File: src/rtl/div_subshift_sr.sv
// div_subshift_sr: multi-cycle shift-subtract integer divider.
// Supports a per-operation signed/unsigned mode and optional round-half-away
// quotient rounding. Divide-by-zero and signed overflow are flagged.
// Every operation has the same latency: the result appears DATA_W+2 edges
// after start is accepted.
module div_subshift_sr #(
    parameter int DATA_W = 32,
    parameter int CNT_W  = $clog2(DATA_W + 1)
) (
    input  logic              clk,
    input  logic              rst,
    input  logic              start,
    input  logic              signed_en,
    input  logic              round_en,
    input  logic [DATA_W-1:0] dividend,
    input  logic [DATA_W-1:0] divisor,
    output logic              busy,
    output logic              done,
    output logic [DATA_W-1:0] quotient,
    output logic [DATA_W-1:0] remainder,
    output logic              div_by_zero,
    output logic              overflow
);

    localparam logic [DATA_W-1:0] LP_ZERO = {DATA_W{1'b0}};
    localparam logic [DATA_W-1:0] LP_ONE  = {{(DATA_W-1){1'b0}}, 1'b1};
    localparam logic [DATA_W-1:0] LP_ONES = {DATA_W{1'b1}};
    localparam logic [DATA_W-1:0] LP_MSB  = {1'b1, {(DATA_W-1){1'b0}}};
    localparam logic [CNT_W-1:0]  LP_LAST = CNT_W'(DATA_W - 1);
    localparam logic [CNT_W-1:0]  LP_CNT1 = {{(CNT_W-1){1'b0}}, 1'b1};

    typedef enum logic [1:0] {
        ST_IDLE = 2'd0,
        ST_ITER = 2'd1,
        ST_FIX  = 2'd2,
        ST_DONE = 2'd3
    } state_t;

    // Two's-complement negation.
    function automatic logic [DATA_W-1:0] f_neg(input logic [DATA_W-1:0] a);
        return (~a) + LP_ONE;
    endfunction

    state_t            r_state;
    state_t            w_state_nxt;

    // Latched operation context
    logic              r_round;
    logic              r_sign_q;
    logic              r_sign_r;
    logic              r_dbz;
    logic              r_ovf;
    logic [DATA_W-1:0] r_dsr;       // |divisor|
    logic [DATA_W-1:0] r_dvd_mag;   // |dividend|, kept for the divide-by-zero remainder
    logic [CNT_W-1:0]  r_cnt;

    // Working registers: r_acc shifts dividend bits out and quotient bits in.
    logic [DATA_W-1:0] r_acc;
    logic [DATA_W-1:0] r_rem;

    logic              w_accept;
    logic              w_dvd_neg;
    logic              w_dsr_neg;
    logic [DATA_W-1:0] w_dvd_mag;
    logic [DATA_W-1:0] w_dsr_mag;
    logic [DATA_W:0]   w_trial;
    logic              w_borrow;
    logic              w_round_up;
    logic [DATA_W-1:0] w_qmag;
    logic [DATA_W-1:0] w_q_fix;
    logic [DATA_W-1:0] w_r_fix;

    // start is honoured only in IDLE or DONE, and only once busy has dropped.
    assign w_accept  = start && !busy && ((r_state == ST_IDLE) || (r_state == ST_DONE));
    assign w_dvd_neg = signed_en && dividend[DATA_W-1];
    assign w_dsr_neg = signed_en && divisor[DATA_W-1];
    assign w_dvd_mag = w_dvd_neg ? f_neg(dividend) : dividend;
    assign w_dsr_mag = w_dsr_neg ? f_neg(divisor) : divisor;

    // One restoring step; bit DATA_W of the trial difference is the borrow.
    assign w_trial  = {r_rem, r_acc[DATA_W-1]} - {1'b0, r_dsr};
    assign w_borrow = w_trial[DATA_W];

    // FIX-stage result: rounding, sign restoration and special cases.
    always_comb begin
        w_round_up = 1'b0;
        w_qmag     = r_acc;
        w_q_fix    = r_acc;
        w_r_fix    = r_rem;
        if (r_round && ({r_rem, 1'b0} >= {1'b0, r_dsr})) begin
            w_round_up = 1'b1;
        end else begin
            w_round_up = 1'b0;
        end
        w_qmag = r_acc + (w_round_up ? LP_ONE : LP_ZERO);
        if (r_dbz) begin
            // Re-signing |dividend| restores the original dividend bit pattern.
            w_q_fix = LP_ONES;
            w_r_fix = r_sign_r ? f_neg(r_dvd_mag) : r_dvd_mag;
        end else if (r_ovf) begin
            w_q_fix = LP_MSB;
            w_r_fix = LP_ZERO;
        end else begin
            w_q_fix = r_sign_q ? f_neg(w_qmag) : w_qmag;
            w_r_fix = r_sign_r ? f_neg(r_rem) : r_rem;
        end
    end

    // FSM state register.
    always_ff @(posedge clk) begin
        if (rst) begin
            r_state <= ST_IDLE;
        end else begin
            r_state <= w_state_nxt;
        end
    end

    // FSM next-state logic.
    always_comb begin
        w_state_nxt = r_state;
        case (r_state)
            ST_IDLE: begin
                if (w_accept) begin
                    w_state_nxt = ST_ITER;
                end else begin
                    w_state_nxt = ST_IDLE;
                end
            end
            ST_ITER: begin
                if (r_cnt == LP_LAST) begin
                    w_state_nxt = ST_FIX;
                end else begin
                    w_state_nxt = ST_ITER;
                end
            end
            ST_FIX: begin
                w_state_nxt = ST_DONE;
            end
            ST_DONE: begin
                if (w_accept) begin
                    w_state_nxt = ST_ITER;
                end else begin
                    w_state_nxt = ST_DONE;
                end
            end
            default: begin
                w_state_nxt = ST_IDLE;
            end
        endcase
    end

    // Datapath: operand capture, iteration, fix-up and result publication.
    always_ff @(posedge clk) begin
        if (rst) begin
            r_round     <= 1'b0;
            r_sign_q    <= 1'b0;
            r_sign_r    <= 1'b0;
            r_dbz       <= 1'b0;
            r_ovf       <= 1'b0;
            r_dsr       <= LP_ZERO;
            r_dvd_mag   <= LP_ZERO;
            r_cnt       <= {CNT_W{1'b0}};
            r_acc       <= LP_ZERO;
            r_rem       <= LP_ZERO;
            busy        <= 1'b0;
            done        <= 1'b0;
            quotient    <= LP_ZERO;
            remainder   <= LP_ZERO;
            div_by_zero <= 1'b0;
            overflow    <= 1'b0;
        end else if (w_accept) begin
            r_round   <= round_en;
            r_sign_q  <= w_dvd_neg ^ w_dsr_neg;
            r_sign_r  <= w_dvd_neg;
            r_dbz     <= (divisor == LP_ZERO);
            r_ovf     <= signed_en && (dividend == LP_MSB) && (divisor == LP_ONES);
            r_dsr     <= w_dsr_mag;
            r_dvd_mag <= w_dvd_mag;
            r_cnt     <= {CNT_W{1'b0}};
            r_acc     <= w_dvd_mag;
            r_rem     <= LP_ZERO;
            busy      <= 1'b1;
            done      <= 1'b0;
        end else begin
            case (r_state)
                ST_ITER: begin
                    if (w_borrow) begin
                        r_rem <= {r_rem[DATA_W-2:0], r_acc[DATA_W-1]};
                    end else begin
                        r_rem <= w_trial[DATA_W-1:0];
                    end
                    r_acc <= {r_acc[DATA_W-2:0], ~w_borrow};
                    r_cnt <= r_cnt + LP_CNT1;
                end
                ST_FIX: begin
                    r_acc <= w_q_fix;
                    r_rem <= w_r_fix;
                end
                ST_DONE: begin
                    // The first DONE cycle publishes; afterwards the outputs hold.
                    if (busy) begin
                        quotient    <= r_acc;
                        remainder   <= r_rem;
                        div_by_zero <= r_dbz;
                        overflow    <= r_ovf;
                        busy        <= 1'b0;
                        done        <= 1'b1;
                    end else begin
                        done <= done;
                    end
                end
                default: begin
                    r_cnt <= r_cnt;
                end
            endcase
        end
    end

endmodule

File: config.mk
export PLATFORM = sky130hd
export DESIGN_NAME = div_subshift_sr
export DESIGN_NICKNAME = d
export VERILOG_FILES = /design/src/rtl/div_subshift_sr.sv
export SDC_FILE = /design/constraint.sdc
export NUM_CORES = 1
export LEC_CHECK = 0
export CAP_MARGIN = 30
export CELL_PAD_IN_SITES_DETAIL_PLACEMENT = 0
export CELL_PAD_IN_SITES_GLOBAL_PLACEMENT = 1
export CORE_MARGIN = 10
export CORE_UTILIZATION = 39
export CTS_CLUSTER_SIZE = 16
export DETAILED_ROUTE_END_ITERATION = 16
export PLACE_DENSITY_LB_ADDON = 0.2
export SYNTH_ARGS = -nofsm -noshare
export SYNTH_HDL_FRONTEND = slang
export SYNTH_SLANG_ARGS = --single-unit
File: constraint.sdc
create_clock -name clk -period 4.6 [get_ports clk]
set_input_delay 0.92 -clock clk [delete_from_list [all_inputs] [get_ports clk]]
set_output_delay 0.92 -clock clk [all_outputs]
set_load 0.02 [all_outputs]
==> summary.md, run 1 <==
| Metric | Value |
|---|---|
| Layout cell share with drive strength beyond 1 | `17.4%` |
| Worst-path cell chain | `inv_1, ha_4, buf_4, and3_1, nand4_1, nor3_2, a211oi_2, o21ai_1, o211ai_1, a21oi_2, ha_2, ha_4, buf_6, buf_6, nand2_4, or4_4, buf_6, nor4_4, xnor2_2, o221ai_4, nand2b_4, o41ai_4, mux2i_1, a2111oi_2` |
| CP Capture Type | `flop` |
| Antenna viol nets, final | `0` |
| Slew @ Worst Pin | `0.884 ns` |
| H-Tree Depth | `1` |
| DPL Wire Length | `46400 µm` |
| CTS buffer count | `25` |
| Pre-antenna DRT Iters | `5` |
| Initial Util | `39.4%` |
| Post-Syn Nets | `2172` |
| Async SR Flop Fraction | `0%` |
| Period minus WS final | `5.05 ns` |
| Vias in the first global route | `15400` |
| WL per Instance | `21.4 µm` |
| Congestion Overflow GR | `0` |
| Final hold slack | `0.452 ns` |
| Yosys cell types | `95` |
| Fin util | `51.2%` |
| Post-synthesis mux area share | `1.86%` |
| Max_cap viols | `0` |
| Setup Viol. Count Final | `16` |
| Post-route DRC | `0` |
| Worst-skew pair later-pin latency | `0.56 ns` |
| Total Nets Final | `2404` |
| Synthesized area | `15200 µm²` |
| Final wirelength | `60400 µm` |
| Vias per Instance | `5.76` |
| Routed via count | `16200` |
| Most common cell after layout, fill and taps aside | `nand2_1` |
| Post-route clock period utilization | `110%` |
| CP dominant cell by count | `buf_6` |
| CP peak stage delay | `0.48 ns` |
| Die X | `218 µm` |
| Syn_area_per_cell | `7.41 µm²` |
| Port bufs | `136` |
| Gr usage total | `24.4%` |
| Relative slew slack | `41.1%` |
| Sequential fraction of the synthesis area | `27.5%` |
| Root Driver | `clkbuf_16` |
| Slowest CP cell | `or4_4` |
| Register bit total from synthesis | `209` |
| First-pass GRT wire length | `92000 µm` |
| Die Y | `218 µm` |
| P per Cell Area | `339 nW/µm²` |
| Layout Skew | `0.0182 ns` |
| Initial antenna violation count | `0` |
| Placer Congestion | `1.02` |
| P&R area growth vs syn | `29.8%` |
| Largest net degree at the start of global routing | `78` |
| Critical path data arrival time | `5.45 ns` |
| Setup_tns | `-4.10 ns` |
| Crit path max fanout | `4` |
| Register area | `4200 µm²` |
| Die area | `47400 µm²` |
| Prevailing post-synth register cell | `dfxtp_1` |
| Fill count | `3765` |
| Worst setup margin | `-0.451 ns` |
| Simple-Gate Fraction of Synth Area | `23.7%` |
| HP Class | `reg -> reg` |
| EDFF count, synth | `0` |
| Endpoints failing hold | `0` |
| CTS max path bufs | `3` |
| Final cell count without fillers | `2822` |
| Clk pin slew, worst setup/hold paths | `0.06 ns` |
| Violated checks | `negative setup slack` |
| Max VDD drop | `206 µV` |
| Initial drt markers | `1447` |
| Post-Synthesis Cells | `2057` |
| Post-synth top area share | `27.5%` |
| Main area contributors after synthesis | `dfxtp_1 27%, nand2_1 7.3%, a21oi_1 6.5%` |
| Critical Path RT | `5.00 ns` |
| Compound-cell area share of the yosys netlist | `26.0%` |
| CTS tree | `built` |
| Synth area leader | `dfxtp_1` |
| Crit Path Class | `reg -> reg` |
| Core area | `38600 µm²` |
| CP startpoint kind | `flop` |
| Fraction of synthesized cell area in xor and xnor cells | `11.1%` |
| Max frequency | `198 MHz` |
| Core Rows | `72` |
| Most frequent cells in the layout | `292 x nand2_1, 209 x buf_4, 201 x dfxtp_1` |
| Largest family of logic cells by synthesized area | `compound AO/OA/AOI/OAI gates` |
| Dpl cells | `2756` |
| Outcome | `finished with violations` |
| Multi-input gate area | `10700 µm²` |
| Area share of fa/ha/maj cells after synthesis | `3.83%` |
| CP top delay family | `simple AND/OR/NAND/NOR gates` |
| Final Slew Violations | `0` |
| Yosys warns | `0` |
| Leakage | `7.47 nW` |
| WP buf/inv | `5` |
| Unrepaired setup endpoints after global routing | `yes` |
| I/O pins | `137` |
| CTS sink cnt | `209` |
==> kinds of logic after synthesis <==
group	after synthesis
AOI/OAI and AO/OA	612
xor gates and xnor gates	193
adders and majority gates	46
buffers and inverters	229
DFF	209
muxes	27
and+or+nand+nor	741
==> cells in the mapped netlist (6+ instances only) <==
| cell type | instances |
|---|---|
| nand3_1 | 45 |
| buf_2 | 15 |
| buf_1 | 9 |
| o22ai_1 | 6 |
| nor3_1 | 46 |
| nand2_1 | 297 |
| nor2_1 | 151 |
| dfxtp_1 | 209 |
| and2_1 | 11 |
| nor4_1 | 28 |
| or2_2 | 6 |
| inv_1 | 69 |
| o31ai_1 | 34 |
| o221ai_1 | 9 |
| nor2b_1 | 11 |
| a22oi_1 | 7 |
| or4_1 | 16 |
| and4_1 | 10 |
| a221oi_1 | 13 |
| nand4_1 | 26 |
| nand2b_1 | 15 |
| a21o_1 | 16 |
| a21oi_1 | 197 |
| a211oi_1 | 41 |
| a311oi_1 | 12 |
| and3_1 | 15 |
| o21a_1 | 24 |
| xor2_1 | 82 |
| a31oi_1 | 34 |
| mux2i_1 | 18 |
| or3_1 | 28 |
| xnor2_1 | 110 |
| ha_1 | 45 |
| o211ai_1 | 9 |
| mux2_2 | 8 |
| o21ai_0 | 129 |
| o41ai_1 | 12 |
| clkbuf_1 | 126 |
==> state kept, by name, summed over array words and instances, names as in the netlist, 2 cells and up <==
name	flops
quotient	32
r_acc	32
r_cnt	6
r_dsr	32
r_dvd_mag	32
r_rem	32
r_state	2
remainder	32
==> power breakdown <==
part	internal, W	leakage [nW]	switching (W)
registers	0.00193	1.71	0.000212
clock network	0.00116	0.394	0.000837
logic	0.00111	5.36	0.00145
total	0.00421	7.47	0.00250
==> metrics by stage <==
step	total power, W	setup WS, ns	area [µm²]
finish	0.00671	-0.451	19800
global route	0.00704	-0.670	19800
CTS	0.00662	-0.422	19600
detailed placement	0.00453	-0.655	18300
global placement	0.00452	-0.592	18200
floorplan	0.00363	-0.0578	15400
==> worst register-to-register path, cell delays in order, from the launching register on <==
cell and delay, ns:
dfxtp_1 0.35, inv_1 0.09, ha_4 0.29, buf_4 0.10, and3_1 0.20, nand4_1 0.15
nor3_2 0.26, a211oi_2 0.12, o21ai_1 0.13, o211ai_1 0.16, a21oi_2 0.25, ha_2 0.24
ha_4 0.16, buf_6 0.10, buf_6 0.09, nand2_4 0.05, or4_4 0.48, buf_6 0.16
nor4_4 0.29, xnor2_2 0.18, o221ai_4 0.18, nand2b_4 0.21, o41ai_4 0.36, mux2i_1 0.25
a2111oi_2 0.05
==> per-layer routing <==
layer / routed length [µm] / track usage, % / vias up / part of all wire [%]
li1: - / - / 7829 / -
met1: 28500 / 35.1 / 7748 / 47
met2: 24900 / 35.1 / 594 / 41
met3: 5660 / 6.73 / 74 / 9.4
met4: 1270 / 6.04 / 0 / 2.1
met5: 0 / 0 / - / 0
==> path summary, 6_finish.rpt <==
path / start / end / slack, ns / cells after the start
worst min register to register: remainder[5] / remainder[5] / 0.45 / 2
worst min-delay path: remainder[5] / remainder[5] / 0.45 / 2
worst max register to register: r_dsr[13] / r_acc[31] / -0.45 / 24
worst max-delay path: r_dsr[13] / r_acc[31] / -0.45 / 24
==> timing repair <==
| action | in CTS | in global routing |
|---|---|---|
| hold buffers | 0 | 0 |
| resized for setup | 83 | 32 |
| hold endpoints to repair | 0 | 0 |
| buffers inserted | 14 | 12 |
| cloned | 0 | 0 |
| endpoints found under the setup margin | 18 | 22 |
| pin swaps | 44 | 29 |
==> layout make-up <==
class / count / area share, %
multi-input cells: 1619 / 54.2
flip-flops and latches: 209 / 21.2
repair buffers: 363 / 15.9
clock buffers: 33 / 3.52
well taps: 518 / 3.28
inverters: 71 / 1.35
clock inverters: 8 / 0.474
diodes: 1 / 0.0126
Note: power is estimated with default switching activity, not from simulation.
==> inputs of run 2 (changes only) <==
Settings changed: GPL_TIMING_DRIVEN set to 0.
==> summary.md, run 2 (synthesis gave the netlist of run 1 again) <==
| Metric | Value |
|---|---|
| Setup_tns | `-6.54 ns (-2.44 ns)` |
| Layout Skew | `0.0144 ns (-0.00379 ns)` |
| Most common cell after layout, fill and taps aside | `nand2_1` |
| Period minus WS final | `5.22 ns (+0.164 ns)` |
| Sw power | `0.00261 W (+4.5%)` |
| Max VDD drop | `245 µV (+19%)` |
| Largest net degree at the start of global routing | `13 (-83%)` |
| I/O pins | `137 (unchanged)` |
| Congestion Overflow GR | `0 (unchanged)` |
| Violated checks | `negative setup slack` |
| Layout cell share with drive strength beyond 1 | `13.1% (-4.3 points)` |
| Die X | `218 µm (unchanged)` |
| Critical Path RT | `5.06 ns (+0.06 ns)` |
| CTS tree | `built` |
| Max frequency | `192 MHz (-3.2%)` |
| P&R area growth vs syn | `27.8%` |
| Core area | `38600 µm² (unchanged)` |
| Clk pin slew, worst setup/hold paths | `0.06 ns (about the same)` |
| Multi-input gate area | `10900 µm² (+1.4%)` |
| Vias per Instance | `5.93 (+2.9%)` |
| Initial Util | `39.4% (unchanged)` |
| First-pass GRT wire length | `99400 µm (+8.0%)` |
| Post-route DRC | `0 (unchanged)` |
| Final Slew Violations | `0 (unchanged)` |
| CP startpoint kind | `flop` |
| Gr usage total | `27.0% (+2.5 points)` |
| WL per Instance | `23.8 µm (+11%)` |
| Worst-skew pair later-pin latency | `0.56 ns (about the same)` |
| Port bufs | `135 (-0.74%)` |
| Register area | `4240 µm² (+0.95%)` |
| Sequential Power Share | `30.2% (-1.8 points)` |
| CP Capture Type | `flop` |
| Routed via count | `16600 (+2.4%)` |
| Post-route clock period utilization | `113% (+3.6 points)` |
| P per Cell Area | `358 nW/µm² (+5.5%)` |
| Initial drt markers | `1779 (+23%)` |
| Relative slew slack | `29.0% (-12 points)` |
| Critical path data arrival time | `5.67 ns (+0.22 ns)` |
| HP Class | `reg -> reg` |
| Final hold slack | `0.452 ns (-0.000236 ns)` |
| Crit path max fanout | `7 (+3)` |
| Most frequent cells in the layout | `293 x nand2_1, 191 x a21oi_1, 183 x dfxtp_1` |
| Die Y | `218 µm (unchanged)` |
| Final wirelength | `66700 µm (+10%)` |
| Sw frac | `37.5% (+0.24 points)` |
| CTS sink cnt | `209 (unchanged)` |
| Internal power | `0.00435 W (+3.4%)` |
| R2R Setup Slk | `-0.62 ns (-0.16 ns)` |
| Root Driver | `clkbuf_16` |
| CTS max path bufs | `3 (unchanged)` |
| Pre-antenna DRT Iters | `7 (+2)` |
| Logic pwr share | `36.8% (-1.4 points)` |
| CTS buffer count | `27 (+8.0%)` |
| Placer Congestion | `0.978 (-3.7%)` |
| H-Tree Depth | `1 (unchanged)` |
| Endpoints failing hold | `0 (unchanged)` |
| Worst setup margin | `-0.616 ns (-0.164 ns)` |
| Crit Path Class | `reg -> reg` |
| Slew @ Worst Pin | `1.06 ns (+0.181 ns)` |
| Antenna viol nets, final | `0 (unchanged)` |
| Core Rows | `72 (unchanged)` |
| Total Nets Final | `2384 (-0.83%)` |
| Die area | `47400 µm² (unchanged)` |
| Setup Viol. Count Final | `20 (+4)` |
| Max_cap viols | `0 (unchanged)` |
| Outcome | `finished with violations` |
| Power share of the clock group | `33.1% (+3.3 points)` |
| DPL Wire Length | `52200 µm (+12%)` |
| Initial antenna violation count | `0 (unchanged)` |
| Antenna Cells | `0 (-1)` |
| Fill count | `3882 (+3.1%)` |
| Leakage | `6.96 nW (-6.8%)` |
| Unrepaired setup endpoints after global routing | `yes` |
| Vias in the first global route | `15600 (+1.4%)` |
run 2: changes by cell type in the layout (fill, tap and decap cells not counted), sizes merged:
cell and delta:
buf -140, clkinvlp +2, diode -1, clkbuf +120
bufinv +3
run 2: timing repair:
item | CTS | global route
gates resized for setup | 135 | 64
hold buffers | 0 | 0
buffers inserted | 36 | 19
pin swaps | 48 | 41
endpoints found under the setup margin | 28 | 26
run 2: per-stage QoR:
| stage | setup WS (ns) | cells | util (%) | power [W] | cell area [µm²] |
|---|---|---|---|---|---|
| floorplan | -0.0578 | 2057 | - | 0.00363 | 15400 |
| global placement | -1.43 | 2710 | 44.9 | 0.00435 | 17400 |
| detailed placement | -1.42 | 2710 | 44.9 | 0.00436 | 17400 |
| CTS | -0.569 | 2790 | 49.4 | 0.00682 | 19100 |
| global route | -0.778 | 2806 | 50.4 | 0.00726 | 19500 |
| finish | -0.616 | 2806 | 50.4 | 0.00696 | 19500 |
run 2: final timing paths:
path / endpoint / startpoint / cells past startpoint
worst max register to register: r_acc[28] / r_rem[26] / 21
worst min register to register: remainder[14] / remainder[14] / 2
worst max-delay path: r_acc[28] / r_rem[26] / 21
worst min-delay path: remainder[14] / remainder[14] / 2
run 2: cell type report:
class,count,area share [%]
plain buffers,151,3.55
well taps,518,3.33
multi-input cells,1619,55.9
inverters,71,1.42
clock inverters,13,1.04
repair buffers,190,9.19
clock buffers,35,3.83
flip-flops and latches,209,21.8
run 2: critical path, cell delays in order, from the launching register on:
cell,delay [ns]
dfxtp_1,0.67
ha_4,0.23
nand2_1,0.07
nor2_2,0.14
and3_1,0.25
a41o_1,0.21
nor2_1,0.05
o21ai_1,0.08
o211ai_1,0.14
a21oi_2,0.34
ha_2,0.30
ha_4,0.15
buf_8,0.13
and4_1,0.19
o2111ai_2,0.18
a211oi_4,0.30
nand4_1,0.23
or4_4,0.64
o41ai_4,0.26
xnor2_1,0.16
o211ai_1,0.12
a311oi_1,0.28
run 2: per-layer routing:
layer  track usage, %  share of wire (%)
met5                0                  0
met2             39.4                 42
met3             5.35                9.7
met4             6.94                2.7
met1             39.2                 46
run 2: power groups by stage:
| stage | registers, W | clock network (W) | logic [W] |
|---|---|---|---|
| 2_1_floorplan | 0.00206 | 0 | 0.00157 |
| 5_1_grt | 0.00211 | 0.00240 | 0.00275 |
| 4_1_cts | 0.00209 | 0.00232 | 0.00241 |
| 3_5_place_dp | 0.00213 | 0 | 0.00223 |
| 6_report | 0.00210 | 0.00230 | 0.00256 |
| 3_3_place_gp | 0.00212 | 0 | 0.00223 |
